### src/rtl/login_ctrl_if.sv
// Request/response and user-record SRAM bus of the access-control sequencer.
// The slave modport belongs to login_ctrl; the master modport is the side that
// issues requests and hosts the SRAM.
interface login_ctrl_if;
    // request side
    logic        start;
    logic [1:0]  op;
    logic [11:0] user_id;
    logic [15:0] pass_entry;
    logic [15:0] new_pass;
    logic [11:0] target_id;
    // response side
    logic        busy;
    logic        done;
    logic [1:0]  res;
    logic [3:0]  tries;
    logic        is_admin;
    // SRAM controls and write data
    logic        ram_cs;
    logic        ram_pass_rw;
    logic        ram_admin_rw;
    logic        ram_lock_rw;
    logic        ram_count_rw;
    logic [11:0] ram_addr;
    logic [15:0] ram_pass_in;
    logic [3:0]  ram_count_in;
    logic        ram_admin_in;
    logic        ram_lock_in;
    // SRAM read data
    logic [15:0] ram_pass_out;
    logic [3:0]  ram_count_out;
    logic        ram_admin_out;
    logic        ram_lock_out;

    modport master (
        output start, op, user_id, pass_entry, new_pass, target_id,
        input  busy, done, res, tries, is_admin,
        input  ram_cs, ram_pass_rw, ram_admin_rw, ram_lock_rw, ram_count_rw,
        input  ram_addr, ram_pass_in, ram_count_in, ram_admin_in, ram_lock_in,
        output ram_pass_out, ram_count_out, ram_admin_out, ram_lock_out
    );

    modport slave (
        input  start, op, user_id, pass_entry, new_pass, target_id,
        output busy, done, res, tries, is_admin,
        output ram_cs, ram_pass_rw, ram_admin_rw, ram_lock_rw, ram_count_rw,
        output ram_addr, ram_pass_in, ram_count_in, ram_admin_in, ram_lock_in,
        input  ram_pass_out, ram_count_out, ram_admin_out, ram_lock_out
    );
endinterface

### src/rtl/login_ctrl.sv
// Access-control sequencer: one request at a time, read -> evaluate ->
// write-back -> respond, with try counting and lockout on the user record.
module login_ctrl #(
    parameter int MAX_TRY = 3
) (
    input  logic         clk,
    input  logic         rst,
    login_ctrl_if.slave  bus
);
    typedef enum logic [2:0] {IDLE, READ, EVAL, WRITE, RESP} state_t;

    localparam logic [1:0] RES_GRANT  = 2'b00;
    localparam logic [1:0] RES_DENIED = 2'b01;
    localparam logic [1:0] RES_LOCKED = 2'b10;
    localparam logic [1:0] RES_NOPRIV = 2'b11;
    localparam logic [1:0] OP_CHPASS  = 2'b01;
    localparam logic [1:0] OP_UNLOCK  = 2'b10;
    localparam logic [3:0] MAX_TRY_C  = 4'(MAX_TRY);

    // Try counter increment that sticks at 15 instead of wrapping.
    function automatic logic [3:0] sat_inc(input logic [3:0] v);
        return (v == 4'hF) ? 4'hF : v + 4'd1;
    endfunction

    state_t      state, state_nxt;

    // latched request
    logic [1:0]  op_q;
    logic [11:0] uid_q, tgt_q;
    logic [15:0] pent_q, newp_q;

    // decision computed while the record sits on the SRAM outputs
    logic        ev_wr, ev_pass_rw, ev_lock_rw, ev_count_rw, ev_lock_in;
    logic [11:0] ev_addr;
    logic [15:0] ev_pass_in;
    logic [3:0]  ev_count_in, ev_tries, cnt_inc;
    logic [1:0]  ev_res;

    // registered SRAM drive and response
    logic        ram_cs_q, pass_rw_q, lock_rw_q, count_rw_q, lock_in_q;
    logic [11:0] addr_q;
    logic [15:0] pass_in_q;
    logic [3:0]  count_in_q;
    logic [1:0]  res_p, res_q;
    logic [3:0]  tries_p, tries_q;
    logic        adm_p, adm_q;

    // State register; reset returns to IDLE at once.
    always_ff @(posedge clk or negedge rst) begin
        if (!rst) state <= IDLE;
        else      state <= state_nxt;
    end

    // Next state: fixed five-step walk, start only honoured in IDLE.
    always_comb begin
        state_nxt = state;
        case (state)
            IDLE:    if (bus.start) state_nxt = READ;
            READ:    state_nxt = EVAL;
            EVAL:    state_nxt = WRITE;
            WRITE:   state_nxt = RESP;
            RESP:    state_nxt = IDLE;
            default: state_nxt = IDLE;
        endcase
    end

    // Request capture; plain data, so no reset needed.
    always_ff @(posedge clk) begin
        if (state == IDLE && bus.start) begin
            op_q   <= bus.op;
            uid_q  <= bus.user_id;
            tgt_q  <= bus.target_id;
            pent_q <= bus.pass_entry;
            newp_q <= bus.new_pass;
        end
    end

    // Evaluate the record read from the SRAM against the latched request.
    always_comb begin
        cnt_inc     = sat_inc(bus.ram_count_out);
        ev_wr       = 1'b0;
        ev_pass_rw  = 1'b0;
        ev_lock_rw  = 1'b0;
        ev_count_rw = 1'b0;
        ev_lock_in  = 1'b0;
        ev_addr     = uid_q;
        ev_pass_in  = 16'h0000;
        ev_count_in = 4'h0;
        ev_tries    = bus.ram_count_out;
        ev_res      = RES_GRANT;
        if (bus.ram_lock_out) begin
            ev_res = RES_LOCKED;
        end else if (bus.ram_pass_out != pent_q) begin
            // wrong password counts against the requester whatever the op
            ev_wr       = 1'b1;
            ev_count_rw = 1'b1;
            ev_count_in = cnt_inc;
            ev_tries    = cnt_inc;
            if (cnt_inc >= MAX_TRY_C) begin
                ev_res     = RES_LOCKED;
                ev_lock_rw = 1'b1;
                ev_lock_in = 1'b1;
            end else begin
                ev_res = RES_DENIED;
            end
        end else if (op_q == OP_UNLOCK) begin
            // the requester's own record is left alone; only the target is written
            if (bus.ram_admin_out) begin
                ev_wr       = 1'b1;
                ev_addr     = tgt_q;
                ev_lock_rw  = 1'b1;
                ev_count_rw = 1'b1;
            end else begin
                ev_res = RES_NOPRIV;
            end
        end else begin
            ev_wr       = 1'b1;
            ev_count_rw = 1'b1;
            ev_tries    = 4'h0;
            if (op_q == OP_CHPASS) begin
                ev_pass_rw = 1'b1;
                ev_pass_in = newp_q;
            end
        end
    end

    // SRAM drive and response registers, all cleared asynchronously by reset.
    always_ff @(posedge clk or negedge rst) begin
        if (!rst) begin
            ram_cs_q   <= 1'b0;
            pass_rw_q  <= 1'b0;
            lock_rw_q  <= 1'b0;
            count_rw_q <= 1'b0;
            lock_in_q  <= 1'b0;
            addr_q     <= 12'h000;
            pass_in_q  <= 16'h0000;
            count_in_q <= 4'h0;
            res_p      <= 2'b00;
            tries_p    <= 4'h0;
            adm_p      <= 1'b0;
            res_q      <= 2'b00;
            tries_q    <= 4'h0;
            adm_q      <= 1'b0;
        end else begin
            ram_cs_q   <= 1'b0;
            pass_rw_q  <= 1'b0;
            lock_rw_q  <= 1'b0;
            count_rw_q <= 1'b0;
            lock_in_q  <= 1'b0;
            addr_q     <= 12'h000;
            pass_in_q  <= 16'h0000;
            count_in_q <= 4'h0;
            case (state)
                IDLE: if (bus.start) begin
                    ram_cs_q <= 1'b1;
                    addr_q   <= bus.user_id;
                end
                EVAL: begin
                    ram_cs_q   <= ev_wr;
                    pass_rw_q  <= ev_pass_rw;
                    lock_rw_q  <= ev_lock_rw;
                    count_rw_q <= ev_count_rw;
                    lock_in_q  <= ev_lock_in;
                    addr_q     <= ev_addr;
                    pass_in_q  <= ev_pass_in;
                    count_in_q <= ev_count_in;
                    res_p      <= ev_res;
                    tries_p    <= ev_tries;
                    adm_p      <= bus.ram_admin_out;
                end
                WRITE: begin
                    res_q   <= res_p;
                    tries_q <= tries_p;
                    adm_q   <= adm_p;
                end
                default: ;
            endcase
        end
    end

    assign bus.busy         = (state != IDLE);
    assign bus.done         = (state == RESP);
    assign bus.res          = res_q;
    assign bus.tries        = tries_q;
    assign bus.is_admin     = adm_q;
    assign bus.ram_cs       = ram_cs_q;
    assign bus.ram_pass_rw  = pass_rw_q;
    assign bus.ram_admin_rw = 1'b0;
    assign bus.ram_lock_rw  = lock_rw_q;
    assign bus.ram_count_rw = count_rw_q;
    assign bus.ram_addr     = addr_q;
    assign bus.ram_pass_in  = pass_in_q;
    assign bus.ram_count_in = count_in_q;
    assign bus.ram_admin_in = 1'b0;
    assign bus.ram_lock_in  = lock_in_q;
endmodule

### src/flat_wrapper.sv
// flat-port wrapper written by rule: the top's interface ports become plain ports
module login_ctrl_flat 
#(
    parameter int MAX_TRY = 3
)
  (clk, rst, bus_start, bus_op, bus_user_id, bus_pass_entry, bus_new_pass, bus_target_id, bus_busy, bus_done, bus_res, bus_tries, bus_is_admin, bus_ram_cs, bus_ram_pass_rw, bus_ram_admin_rw, bus_ram_lock_rw, bus_ram_count_rw, bus_ram_addr, bus_ram_pass_in, bus_ram_count_in, bus_ram_admin_in, bus_ram_lock_in, bus_ram_pass_out, bus_ram_count_out, bus_ram_admin_out, bus_ram_lock_out);
  login_ctrl_if bus_i ();
  input  logic clk;
  input  logic rst;
  input wire logic [$bits(bus_i.start)-1:0] bus_start;
  input wire logic [$bits(bus_i.op)-1:0] bus_op;
  input wire logic [$bits(bus_i.user_id)-1:0] bus_user_id;
  input wire logic [$bits(bus_i.pass_entry)-1:0] bus_pass_entry;
  input wire logic [$bits(bus_i.new_pass)-1:0] bus_new_pass;
  input wire logic [$bits(bus_i.target_id)-1:0] bus_target_id;
  output wire logic [$bits(bus_i.busy)-1:0] bus_busy;
  output wire logic [$bits(bus_i.done)-1:0] bus_done;
  output wire logic [$bits(bus_i.res)-1:0] bus_res;
  output wire logic [$bits(bus_i.tries)-1:0] bus_tries;
  output wire logic [$bits(bus_i.is_admin)-1:0] bus_is_admin;
  output wire logic [$bits(bus_i.ram_cs)-1:0] bus_ram_cs;
  output wire logic [$bits(bus_i.ram_pass_rw)-1:0] bus_ram_pass_rw;
  output wire logic [$bits(bus_i.ram_admin_rw)-1:0] bus_ram_admin_rw;
  output wire logic [$bits(bus_i.ram_lock_rw)-1:0] bus_ram_lock_rw;
  output wire logic [$bits(bus_i.ram_count_rw)-1:0] bus_ram_count_rw;
  output wire logic [$bits(bus_i.ram_addr)-1:0] bus_ram_addr;
  output wire logic [$bits(bus_i.ram_pass_in)-1:0] bus_ram_pass_in;
  output wire logic [$bits(bus_i.ram_count_in)-1:0] bus_ram_count_in;
  output wire logic [$bits(bus_i.ram_admin_in)-1:0] bus_ram_admin_in;
  output wire logic [$bits(bus_i.ram_lock_in)-1:0] bus_ram_lock_in;
  input wire logic [$bits(bus_i.ram_pass_out)-1:0] bus_ram_pass_out;
  input wire logic [$bits(bus_i.ram_count_out)-1:0] bus_ram_count_out;
  input wire logic [$bits(bus_i.ram_admin_out)-1:0] bus_ram_admin_out;
  input wire logic [$bits(bus_i.ram_lock_out)-1:0] bus_ram_lock_out;
  assign bus_i.start = bus_start;
  assign bus_i.op = bus_op;
  assign bus_i.user_id = bus_user_id;
  assign bus_i.pass_entry = bus_pass_entry;
  assign bus_i.new_pass = bus_new_pass;
  assign bus_i.target_id = bus_target_id;
  assign bus_busy = bus_i.busy;
  assign bus_done = bus_i.done;
  assign bus_res = bus_i.res;
  assign bus_tries = bus_i.tries;
  assign bus_is_admin = bus_i.is_admin;
  assign bus_ram_cs = bus_i.ram_cs;
  assign bus_ram_pass_rw = bus_i.ram_pass_rw;
  assign bus_ram_admin_rw = bus_i.ram_admin_rw;
  assign bus_ram_lock_rw = bus_i.ram_lock_rw;
  assign bus_ram_count_rw = bus_i.ram_count_rw;
  assign bus_ram_addr = bus_i.ram_addr;
  assign bus_ram_pass_in = bus_i.ram_pass_in;
  assign bus_ram_count_in = bus_i.ram_count_in;
  assign bus_ram_admin_in = bus_i.ram_admin_in;
  assign bus_ram_lock_in = bus_i.ram_lock_in;
  assign bus_i.ram_pass_out = bus_ram_pass_out;
  assign bus_i.ram_count_out = bus_ram_count_out;
  assign bus_i.ram_admin_out = bus_ram_admin_out;
  assign bus_i.ram_lock_out = bus_ram_lock_out;
  login_ctrl #(.MAX_TRY(MAX_TRY)) u_core (.clk(clk), .rst(rst), .bus(bus_i));
endmodule
### config.mk
export PLATFORM = sky130hd
export DESIGN_NAME = login_ctrl_flat
export DESIGN_NICKNAME = d
export VERILOG_FILES = /design/src/rtl/login_ctrl_if.sv /design/src/rtl/login_ctrl.sv /design/src/flat_wrapper.sv
export SDC_FILE = /design/constraint.sdc
export NUM_CORES = 1
export LEC_CHECK = 0
export BUFFER_PORTS_ARGS = -buffer_cell sky130_fd_sc_hd__buf_2
export CAP_MARGIN = 20
export CORE_ASPECT_RATIO = 1.2
export CORE_MARGIN = 4
export CORE_UTILIZATION = 37
export CTS_CLUSTER_SIZE = 8
export DETAILED_ROUTE_END_ITERATION = 10
export PLACE_DENSITY_LB_ADDON = 0.08
export SLEW_MARGIN = 20
export SYNTH_ARGS = -nofsm -noshare
export SYNTH_HDL_FRONTEND = slang
export SYNTH_SLANG_ARGS = --single-unit
### constraint.sdc
create_clock -name clk -period 8.6 [get_ports clk]
set_clock_uncertainty 0.1 [all_clocks]
set_input_delay 0.86 -clock clk [delete_from_list [all_inputs] [get_ports clk]]
set_output_delay 0.86 -clock clk [all_outputs]
set_load 0.005 [all_outputs]
* Word level (Yosys, flattened, before mapping)
Index checks and enable logic that the tools add are counted.
Storage, ports and cells: bits in registers 112, word-level logic and storage cells 79, output and inout bits 48, bits of input ports 83
Operators by class: eq/ne operators 9, add/sub/neg operators 1, reductions and logical operators 3, magnitude comparators 1, multiplexer cells 45
Operators by type and width (number):
- 2-to-1 mux 16 bit | 5
- 2-to-1 mux 12 bit | 5
- 2-to-1 mux 4 bit | 7
- case mux 12 bit (2 select lines) | 1
- 2-to-1 mux 1 bit | 19
- != test 16 bit | 1
- case mux 3 bit (4 select lines) | 1
- 2-to-1 mux 2 bit | 5
- equality test 3 x 2 -> 1 bit, second input constant | 2
- adder 4 x 1 -> 4 bit, second input constant | 1
- equality test 4 bit, second input constant | 1
- greater-or-equal comparator 4 x 2 -> 1 bit, second input constant | 1
- equality test 3 x 1 -> 1 bit, second input constant | 1
- equality test 3 bit, second input constant | 1
- logical NOT 3 bit | 1
- 2-to-1 mux 3 bit | 1
- nonzero test 3 bit | 1
- equality test 2 x 1 -> 1 bit, second input constant | 1
- equality test 2 bit, second input constant | 1
- != test 2 bit, second input constant | 1
- case mux 1 bit (2 select lines) | 1
- logical AND 1 bit | 1

* Depth between registers and ports, before layout
Gate-level depths: netlist of run 1.
depth after elaboration 7, mapped depth 7, depth with buffers taken out 6

* Worst setup path before layout of run 1
OpenSTA, ideal clock, no wires.
path kind input to register, from input bus_start, to register u_core.newp_q[0] (enable), arrival time 2.886 ns, cell stages on the path 3, setup slack 5.169 ns, library setup time 0.445 ns, required time 8.055 ns, buffers on the path 1, path through inv_1 nor2_1 clkbuf_1
Between the ends: longest elaborated chain between the ends 1
RTL lines:
- start: declaration | line flat_wrapper.sv:10 | input wire logic [$bits(bus_i.start)-1:0] bus_start;
- logical AND 1 bit | line login_ctrl.sv:69 | if (state == IDLE && bus.start) begin
- end signal: assignment | line login_ctrl.sv:74 | newp_q <= bus.new_pass;
- end: declaration | line login_ctrl.sv:30 | logic [15:0] pent_q, newp_q;
Every way passes these cells. A chain may end at the register's enable or synchronous reset.

* Final worst setup path of run 1
from input bus_ram_pass_out[10], to register u_core.pass_in_q[12], in the netlist u_core.bus.ram_pass_in[12]
Between the ends: longest elaborated chain between the ends 4
RTL lines:
- start: declaration | line flat_wrapper.sv:31 | input wire logic [$bits(bus_i.ram_pass_out)-1:0] bus_ram_pass_out;
- != test 16 bit | line login_ctrl.sv:93 | end else if (bus.ram_pass_out != pent_q) begin
- 2-to-1 mux 16 bit | line login_ctrl.sv:93
- 2-to-1 mux 16 bit | line login_ctrl.sv:91 | if (bus.ram_lock_out) begin
- 2-to-1 mux 16 bit | line login_ctrl.sv:153 | case (state)
- end signal: assignment | line login_ctrl.sv:165 | pass_in_q <= ev_pass_in;
- end: declaration | line login_ctrl.sv:42 | logic [15:0] pass_in_q;
Every way passes these cells.

==> results of run 1 <==
[stage by stage]
step | instances | utilization (%)
after floorplan | 307 | -
after global placement | 580 | 45.6
after detailed placement | 580 | 45.6
after CTS | 596 | 48.8
after global routing | 596 | 48.8
final | 596 | 48.8
[flip-flops by register name, indices dropped and copies added (netlist names)]
signal / flops
u_core.bus.ram_cs: 1
u_core.uid_q: 12
u_core.bus.ram_addr: 12
u_core.state: 3
u_core.op_q: 2
u_core.bus.ram_count_rw: 1
u_core.bus.res: 2
u_core.bus.tries: 4
u_core.tries_p: 4
u_core.bus.ram_pass_in: 16
u_core.bus.ram_lock_in: 1
u_core.tgt_q: 12
u_core.bus.ram_count_in: 4
u_core.bus.ram_lock_rw: 1
u_core.pent_q: 16
u_core.adm_p: 1
u_core.bus.ram_pass_rw: 1
u_core.newp_q: 16
u_core.bus.is_admin: 1
u_core.res_p: 2
[routing by layer]
| layer | routed length, microns | GRT usage [%] |
|---|---|---|
| met4 | 204 | 7.01 |
| met2 | 4510 | 22.4 |
| met1 | 3540 | 16.7 |
| met5 | 0 | 0 |
| met3 | 553 | 3.28 |
[cell type report]
type                    count  share of cell area [%]
flip-flops and latches    112                    56.9
multi-input cells         178                    20.5
repair buffers            132                    12.3
clock buffers              10                    4.39
well taps                 154                    3.54
clock inverters             6                    2.12
inverters                   4                   0.276
[synthesized netlist by cell type, types with 4 or more instances]
master and n:
edfxtp_1 58, and2_1 17, xnor2_1 17, nand4_1 4, dfrtp_1 54, o211ai_1 12, nand3_1 14, buf_2 4
clkbuf_1 6, mux2_2 13, a21oi_1 4, nand2_1 54, nor2_1 13
[cell families after synthesis]
logic type      count (synthesis)  synth area share [%]
compound gates                 29                  4.92
xor+xnor                       17                  3.48
fa+ha+maj                       1                 0.293
buf+inv                        17                  1.87
flops                         112                  72.4
mux                            14                  3.66
other cells                     1                0.0878
simple gates                  115                  13.3
[power breakdown]
| group | internal, mW | switching, mW | total [mW] |
|---|---|---|---|
| registers | 0.708 | 0.0514 | 0.759 |
| clock network | 0.294 | 0.184 | 0.478 |
| logic | 0.138 | 0.186 | 0.324 |
| total | 1.14 | 0.421 | 1.56 |
[worst max-delay path by stage]
| stage | depth (start not counted) | slack [ns] | endpoint | startpoint |
|---|---|---|---|---|
| after floorplan | 3 | 5.17 | u_core.newp_q[0]$_DFFE_PP_ | bus_start |
| after global placement | 7 | 5.68 | u_core.bus.ram_pass_in[12]$_DFF_PN0_ | bus_ram_pass_out[10] |
| after detailed placement | 7 | 5.63 | u_core.bus.ram_pass_in[12]$_DFF_PN0_ | bus_ram_pass_out[10] |
| after CTS | 7 | 5.99 | u_core.bus.ram_pass_in[12]$_DFF_PN0_ | bus_ram_pass_out[10] |
| after global routing | 7 | 5.76 | u_core.bus.ram_pass_in[2]$_DFF_PN0_ | bus_ram_pass_out[15] |
| final | 7 | 6.05 | u_core.bus.ram_pass_in[12]$_DFF_PN0_ | bus_ram_pass_out[10] |
==> flow_summary.toml, run 1 <==
[global_route]
grt_usage_pct = 13.6
antenna_found_initial = 0
grt_pass1_vias = 2854
grt_pass1_wl_microns = 14100
grt-ovfl-total = 0
grt_max_degree = 72

[critical_path]
start_kind = "input port"
cp_top_family = "simple AND/OR/NAND/NOR gates"
crit_required_ns = 8.77
path_buf_inv = 2
cp_cell_sequence = "buf_2, xnor2_1, nand4_1, nor4_4, buf_4, nor4b_4, and2_1"
max_stage_delay_ns = 0.62
critPathArrivalTime_ns = 2.72
cp-end-kind = "flip-flop"
timing.rr.start = "u_core.pent_q[14]$_DFFE_PP_"
path_class = "input port to flip-flop"
crit_slowest_cell = "nor4b_4"
worst_r2r_path_depth = 6
worstReg2RegEnd = "u_core.bus.ram_pass_in[12]$_DFF_PN0_"
regToRegSetupSlack_ns = 6.24
worstPathMaxFanout = 26

[yosys]
syn_inst = 306
synth_edf_count = 58
netlist_area_sq_mm = 0.00427
ys_ff_latch = 112
synth.distinct_cells = 37
synth.area.top_cells = "edfxtp_1, dfrtp_1, nand2_1"
synth-seq-area-share_pct = 72.4
ys_warn_count = 0
postSynthAreaPerCell_sq_um = 14.0
yosys.area.top_type_share_pct = 40.8
synthArstFlopShare_pct = 48.2
synth-main-ff-cell = "edfxtp_1"
yosys.area.top_type = "edfxtp_1"

[final_layout]
regArea_sq_mm = 0.00309
diodes = 0
layout_common_cells = "buf_2, edfxtp_1, nand2_1, dfrtp_1"
final_area_sq_mm = 0.00544
layout_commonest_cell = "buf_2"
syn_to_final_growth_pct = 27.3
multi_input_area_sq_mm = 0.00111
finish.net_count = 521
layout-drive-gt1-share_pct = 37.6
fillers = 1044

[clock_tree]
clk_pin_slew_ns = 0.07
cts.path.max_buffers = 2
ctsResizeCount = 0
clk_latency_ns = 0.34
cts-root-buf = "clkbuf_16"
postCtsHoldBufs = 0
numCtsBuffers = 9
cts_setup_buffers = 0
cts_sinks = 112
tritoncts = "built"
htreeDepth = 3

[route]
vias = 2764
ant_nets = 0
drt-pass1-iter-count = 4
routed_wl_microns = 8810
vias_per_cell = 4.64
drcViolationCount = 0
wire_per_inst_microns = 14.8
drtIter0Drc = 102

[outcome]
status = "finished clean"

[place]
portBuffers = 128
dpl.hpwl_microns = 6130
placed_cell_area_sq_mm = 0.00508
post-place-ws_ns = 5.63
gp_congestion = 0.762

[hold_path]
hp-start = "u_core.newp_q[0]$_DFFE_PP_"
hp-class = "flip-flop to flip-flop"
min_to = "u_core.bus.ram_pass_in[0]$_DFF_PN0_"
hold_depth = 1

[timing]
finalSetupTns_ns = 0
fin_ws_ns = 6.05
setup_violations = 0
clock.fmax_mhz = 392
grt_setup_unrepaired = "false"
tightest_slew_ns = 0.983
whs_ns = 0.346
slew_headroom_pct = 34.4
fin_crit_ns = 2.55
period_share_pct = 29.7
finalHoldViolCount = 0
maxSlewViolCount = 0

[floorplan]
core_sq_mm = 0.0111
pin_count = 131
die_w_microns = 106
start_util_pct = 38.4
die_h_microns = 126
die-area_sq_mm = 0.0133
rows = 42

[power_and_ir_drop]
powerDensity_mw_per_mm2 = 287
vdd_ir_drop_max_mv = 0.133
leakagePower_nw = 2.37
fin_total_pwr_mw = 1.56

[flow_run]
maxCapViolations = 0
Power figures use the tool's default switching activity.
==> inputs of run 2 (changes only) <==
- clock period: 8.6 -> 2.6 ns (I/O delays scaled with it)
==> run 2 against run 1 <==
Clock-buffer cell count grew 2. Final cell count increased by 9.7%. Critical path depth stayed put. Flip-flop and latch count is the same. Clock power increased to 3.0 times the previous value. Power increased to 3.3 times the previous value.
==> flow_summary.toml, run 2 (synthesized netlist as in run 1, its figures left out) <==
[outcome]
status = "finished clean"

[floorplan]
die-area_sq_mm = 0.0133
rows = 42
die_h_microns = 126
pin_count = 131
core_sq_mm = 0.0111
die_w_microns = 106
start_util_pct = 38.4

[global_route]
grt_pass1_vias = 3071
grt_pass1_wl_microns = 15000
antenna_found_initial = 0
grt-ovfl-total = 0
grt_usage_pct = 14.3
grt_max_degree = 72

[critical_path]
cp_cell_sequence = "xnor2_1, nand4_1, nor4_4, buf_4, nor4b_4, buf_4, and2_1"
worstPathMaxFanout = 17
start_kind = "flip-flop"
crit_required_ns = 2.78
crit_slowest_cell = "edfxtp_1"
cp-end-kind = "flip-flop"
max_stage_delay_ns = 0.40
path_class = "flip-flop to flip-flop"
critPathArrivalTime_ns = 2.25
critPathMostFrequentCell = "buf_4"

[clock_tree]
numCtsBuffers = 9
clk_latency_ns = 0.34
cts-root-buf = "clkbuf_16"
tritoncts = "built"
htreeDepth = 3
cts.path.max_buffers = 2
cts_sinks = 112
clk_pin_slew_ns = 0.07

[timing]
period_share_pct = 79.7
fin_crit_ns = 2.07
finalSetupTns_ns = 0
finalHoldViolCount = 0
whs_ns = 0.0203
setup_violations = 0
maxSlewViolCount = 0
clock.fmax_mhz = 483
grt_setup_unrepaired = "false"

[route]
ant_nets = 0
drcViolationCount = 0
vias = 2989
drtIter0Drc = 56
wire_per_inst_microns = 14.1
drt-pass1-iter-count = 5
vias_per_cell = 4.57
routed_wl_microns = 9240

[final_layout]
layout_commonest_cell = "buf_2"
layout-drive-gt1-share_pct = 34.0
fillers = 968
diodes = 0
finish.net_count = 579
syn_to_final_growth_pct = 40.1
layout_common_cells = "buf_2, edfxtp_1, nand2_1, dlygate4sd3_1, dfrtp_1"

[place]
gp_congestion = 0.784
portBuffers = 128
dpl.hpwl_microns = 6110

[power_and_ir_drop]
vdd_ir_drop_max_mv = 0.392
leakagePower_nw = 2.61
powerDensity_mw_per_mm2 = 849

[hold_path]
hp-class = "input port to flip-flop"

[flow_run]
maxCapViolations = 0
[run 2: final timing paths]
path	startpoint	slack (ns)	end	depth (start not counted)
setup / recovery	u_core.pent_q[9]$_DFFE_PP_	0.53	u_core.bus.ram_pass_in[11]$_DFF_PN0_	7
hold / removal	bus_user_id[7]	0.02	u_core.uid_q[7]$_DFFE_PP_	1
setup reg to reg	u_core.pent_q[9]$_DFFE_PP_	0.53	u_core.bus.ram_pass_in[11]$_DFF_PN0_	7
hold reg to reg	u_core.newp_q[5]$_DFFE_PP_	0.35	u_core.bus.ram_pass_in[5]$_DFF_PN0_	1
max in group asynchronous	rst	1.51	u_core.bus.res[0]$_DFFE_PN0P_	3
min in group asynchronous	rst	0.26	u_core.bus.ram_pass_in[5]$_DFF_PN0_	2
[run 2: layout make-up]
cell class,instances,area [sq um],share of cell area [%]
Clock buffer,12,289,4.83
Timing Repair Buffer,190,1250,20.9
Tap cell,154,193,3.22
Multi-Input combinational cell,178,1110,18.6
Inverter,4,15.0,0.251
Clock inverter,4,30.0,0.502
Sequential cell,112,3090,51.7
[run 2: timing repair]
item                      4_1_cts  5_1_grt
hold buffers                   54        0
gates resized for setup         0        0
setup buffers                   0        0
hold endpoints to repair       67        0
[run 2: metrics by stage]
step	instances	utilization (%)	area, sq um	power, mW	setup slack [ns]
6_report	654	53.7	5990	5.08	0.529
3_3_place_gp	584	46.0	5130	3.64	0.545
5_1_grt	654	53.7	5990	5.40	0.406
2_1_floorplan	307	-	4280	3.20	0.147
4_1_cts	654	53.7	5990	5.16	0.501
3_5_place_dp	584	46.0	5130	3.67	0.521
[run 2: layer usage]
| layer | wire (microns) | share of wire [%] | vias to the layer above | global-route usage, % |
|---|---|---|---|---|
| li1 | - | - | 1456 | - |
| met1 | 3860 | 42 | 1436 | 17.7 |
| met2 | 4850 | 52 | 89 | 24.3 |
| met3 | 434 | 4.7 | 8 | 3.79 |
| met4 | 100 | 1.1 | 0 | 4.95 |
| met5 | 0 | 0 | - | 0 |
[run 2: worst max-delay path: cells and delay by family (launching register included)]
| kind | cells | cell delay (ns) |
|---|---|---|
| and+or+nand+nor | 4 | 0.82 |
| buffers and inverters | 2 | 0.50 |
| DFF | 1 | 0.40 |
| xor gates and xnor gates | 1 | 0.19 |
[run 2: report_power, final]
group	total [mW]	internal [mW]	switching (mW)
Clock	1.42	0.797	0.619
Combinational	1.17	0.527	0.643
Sequential	2.50	2.34	0.160
Total	5.08	3.66	1.42
==> inputs of run 3 (changes only) <==
- clock period: 2.6 -> 1.9 ns (I/O delays scaled with it)
==> run 3 against run 2 <==
The flow now finishes with violations (setup timing). Utilization grew 2.5 points. Final cell count grew 2.9%. Worst hold slack gained 0.0092 ns. Sequential power grew 36%. Maximum frequency grew 7.1%. Clock-buffer cell count shrank 2. Register-to-register slack lost 0.56 ns. Worst setup slack lost 0.56 ns. Sequential share of layout area shrank 2.3 points. Flip-flop and latch count is the same. Via count grew 2.6%. Critical path type unchanged.
==> flow_summary.toml, run 3 (synthesized netlist as in run 1, its figures left out) <==
[global_route]
grt_pass1_vias = 3267
grt_max_degree = 35
grt_pass1_wl_microns = 15600
grt_usage_pct = 14.7
grt-ovfl-total = 0
antenna_found_initial = 0

[place]
portBuffers = 128
gp_congestion = 0.777
dpl.hpwl_microns = 6520
placed_cell_area_sq_mm = 0.00532

[final_layout]
finish.net_count = 598
final_area_sq_mm = 0.00626
layout-drive-gt1-share_pct = 35.5
fillers = 985
multi_input_area_sq_mm = 0.00112
diodes = 0
syn_to_final_growth_pct = 46.6
layout_commonest_cell = "buf_2"
regArea_sq_mm = 0.00309
layout_common_cells = "buf_2, dlygate4sd3_1, edfxtp_1, nand2_1, dfrtp_1"

[timing]
period_share_pct = 102
fin_crit_ns = 1.93
slew_headroom_pct = 63.5
tightest_slew_ns = 0.548
finalSetupTns_ns = -0.454
maxSlewViolCount = 0
grt_setup_unrepaired = "true"
setup_violations = 20
fin_ws_ns = -0.0334
finalHoldViolCount = 0
clock.fmax_mhz = 517

[power_and_ir_drop]
p_comb_share_pct = 25.3
sequentialPowerShare_pct = 46.7
power_switching_mw = 1.99
p_int_mw = 5.32
leakagePower_nw = 2.73
powerDensity_mw_per_mm2 = 1170
clkPwrFrac_pct = 27.9
vdd_ir_drop_max_mv = 0.477
swShare_pct = 27.2

[flow_run]
maxCapViolations = 0

[floorplan]
start_util_pct = 38.4
die-area_sq_mm = 0.0133
die_w_microns = 106
pin_count = 131
core_sq_mm = 0.0111
die_h_microns = 126
rows = 42

[route]
vias = 3066
wire_per_inst_microns = 14.0
ant_nets = 0
routed_wl_microns = 9410
drcViolationCount = 0
vias_per_cell = 4.56
drt-pass1-iter-count = 4
drtIter0Drc = 72

[clock_tree]
clk_latency_ns = 0.34
cts-root-buf = "clkbuf_16"
numCtsBuffers = 9
htreeDepth = 3
clk_pin_slew_ns = 0.07
cts.path.max_buffers = 2
cts_sinks = 112
tritoncts = "built"

[critical_path]
path_class = "flip-flop to flip-flop"
worstPathMaxFanout = 17
start_kind = "flip-flop"
crit_required_ns = 2.08
cp-end-kind = "flip-flop"
critPathArrivalTime_ns = 2.11

[outcome]
violations = "setup timing"
status = "finished, violations left"

[hold_path]
hp-class = "input port to flip-flop"
==> run 3: through the flow <==
step / total power [mW] / hold WS (ns) / worst slack, ns / std cells / utilization (%)
after floorplan: 4.40 / -0.206 / -0.0328 / 307 / -
after global placement: 5.23 / 0.115 / -0.0137 / 595 / 47.7
after detailed placement: 5.26 / 0.119 / -0.0528 / 595 / 47.7
after CTS: 7.42 / 0.00810 / -0.0699 / 673 / 56.2
after global routing: 7.76 / 0.0356 / -0.142 / 673 / 56.2
final: 7.31 / 0.0295 / -0.0334 / 673 / 56.2
==> run 3: worst paths after layout <==
kind / startpoint / end / depth (start not counted) / slack, ns
setup / recovery: u_core.pent_q[5]$_DFFE_PP_ / u_core.bus.ram_pass_in[9]$_DFF_PN0_ / 7 / -0.03
min in group asynchronous: rst / u_core.bus.ram_pass_in[1]$_DFF_PN0_ / 2 / 0.27
max in group asynchronous: rst / u_core.bus.ram_addr[2]$_DFF_PN0_ / 3 / 0.85
hold reg to reg: u_core.newp_q[8]$_DFFE_PP_ / u_core.bus.ram_pass_in[8]$_DFF_PN0_ / 1 / 0.35
setup reg to reg: u_core.pent_q[5]$_DFFE_PP_ / u_core.bus.ram_pass_in[9]$_DFF_PN0_ / 7 / -0.03
hold / removal: bus_ram_admin_out / u_core.adm_p$_DFFE_PN0P_ / 3 / 0.03
==> run 3: layer usage <==
layer | up-vias | share of wire (%) | wire length (microns) | GRT usage (%)
li1 | 1489 | - | - | -
met1 | 1482 | 41 | 3900 | 17.1
met2 | 82 | 52 | 4910 | 26.3
met3 | 13 | 4.5 | 420 | 2.66
met4 | 0 | 2.0 | 184 | 6.25
met5 | - | 0 | 0 | 0
==> run 3: power by group through the flow <==
stage	clock network (mW)	logic, mW	registers [mW]
global route	2.22	2.07	3.47
floorplan	0	0.968	3.43
CTS	2.11	1.89	3.42
global placement	0	1.77	3.46
detailed placement	0	1.80	3.46
finish	2.04	1.85	3.41
==> run 3: repair_timing <==
item                                   in CTS  in global routing
buffers inserted                            2                  0
endpoints found under the hold margin      90                  0
setup endpoints to repair                  30                 39
pin swaps                                   1                  5
resized for setup                           0                  2
hold buffers                               60                  0
==> run 3: final cells by class <==
cell class | instances | area share [%]
Clock inverter | 6 | 1.42
Inverter | 4 | 0.240
Tap cell | 154 | 3.08
Timing Repair Buffer | 209 | 24.2
Multi-Input combinational cell | 178 | 17.9
Sequential cell | 112 | 49.4
Clock buffer | 10 | 3.82
==> run 3: critical path, stage by stage, from the launching register on <==
cell and delay, ns:
edfxtp_1 0.38, xnor2_1 0.17, nand4_1 0.16, nor4_4 0.31
buf_4 0.19, nor4b_4 0.25, buf_12 0.17, and2_1 0.12
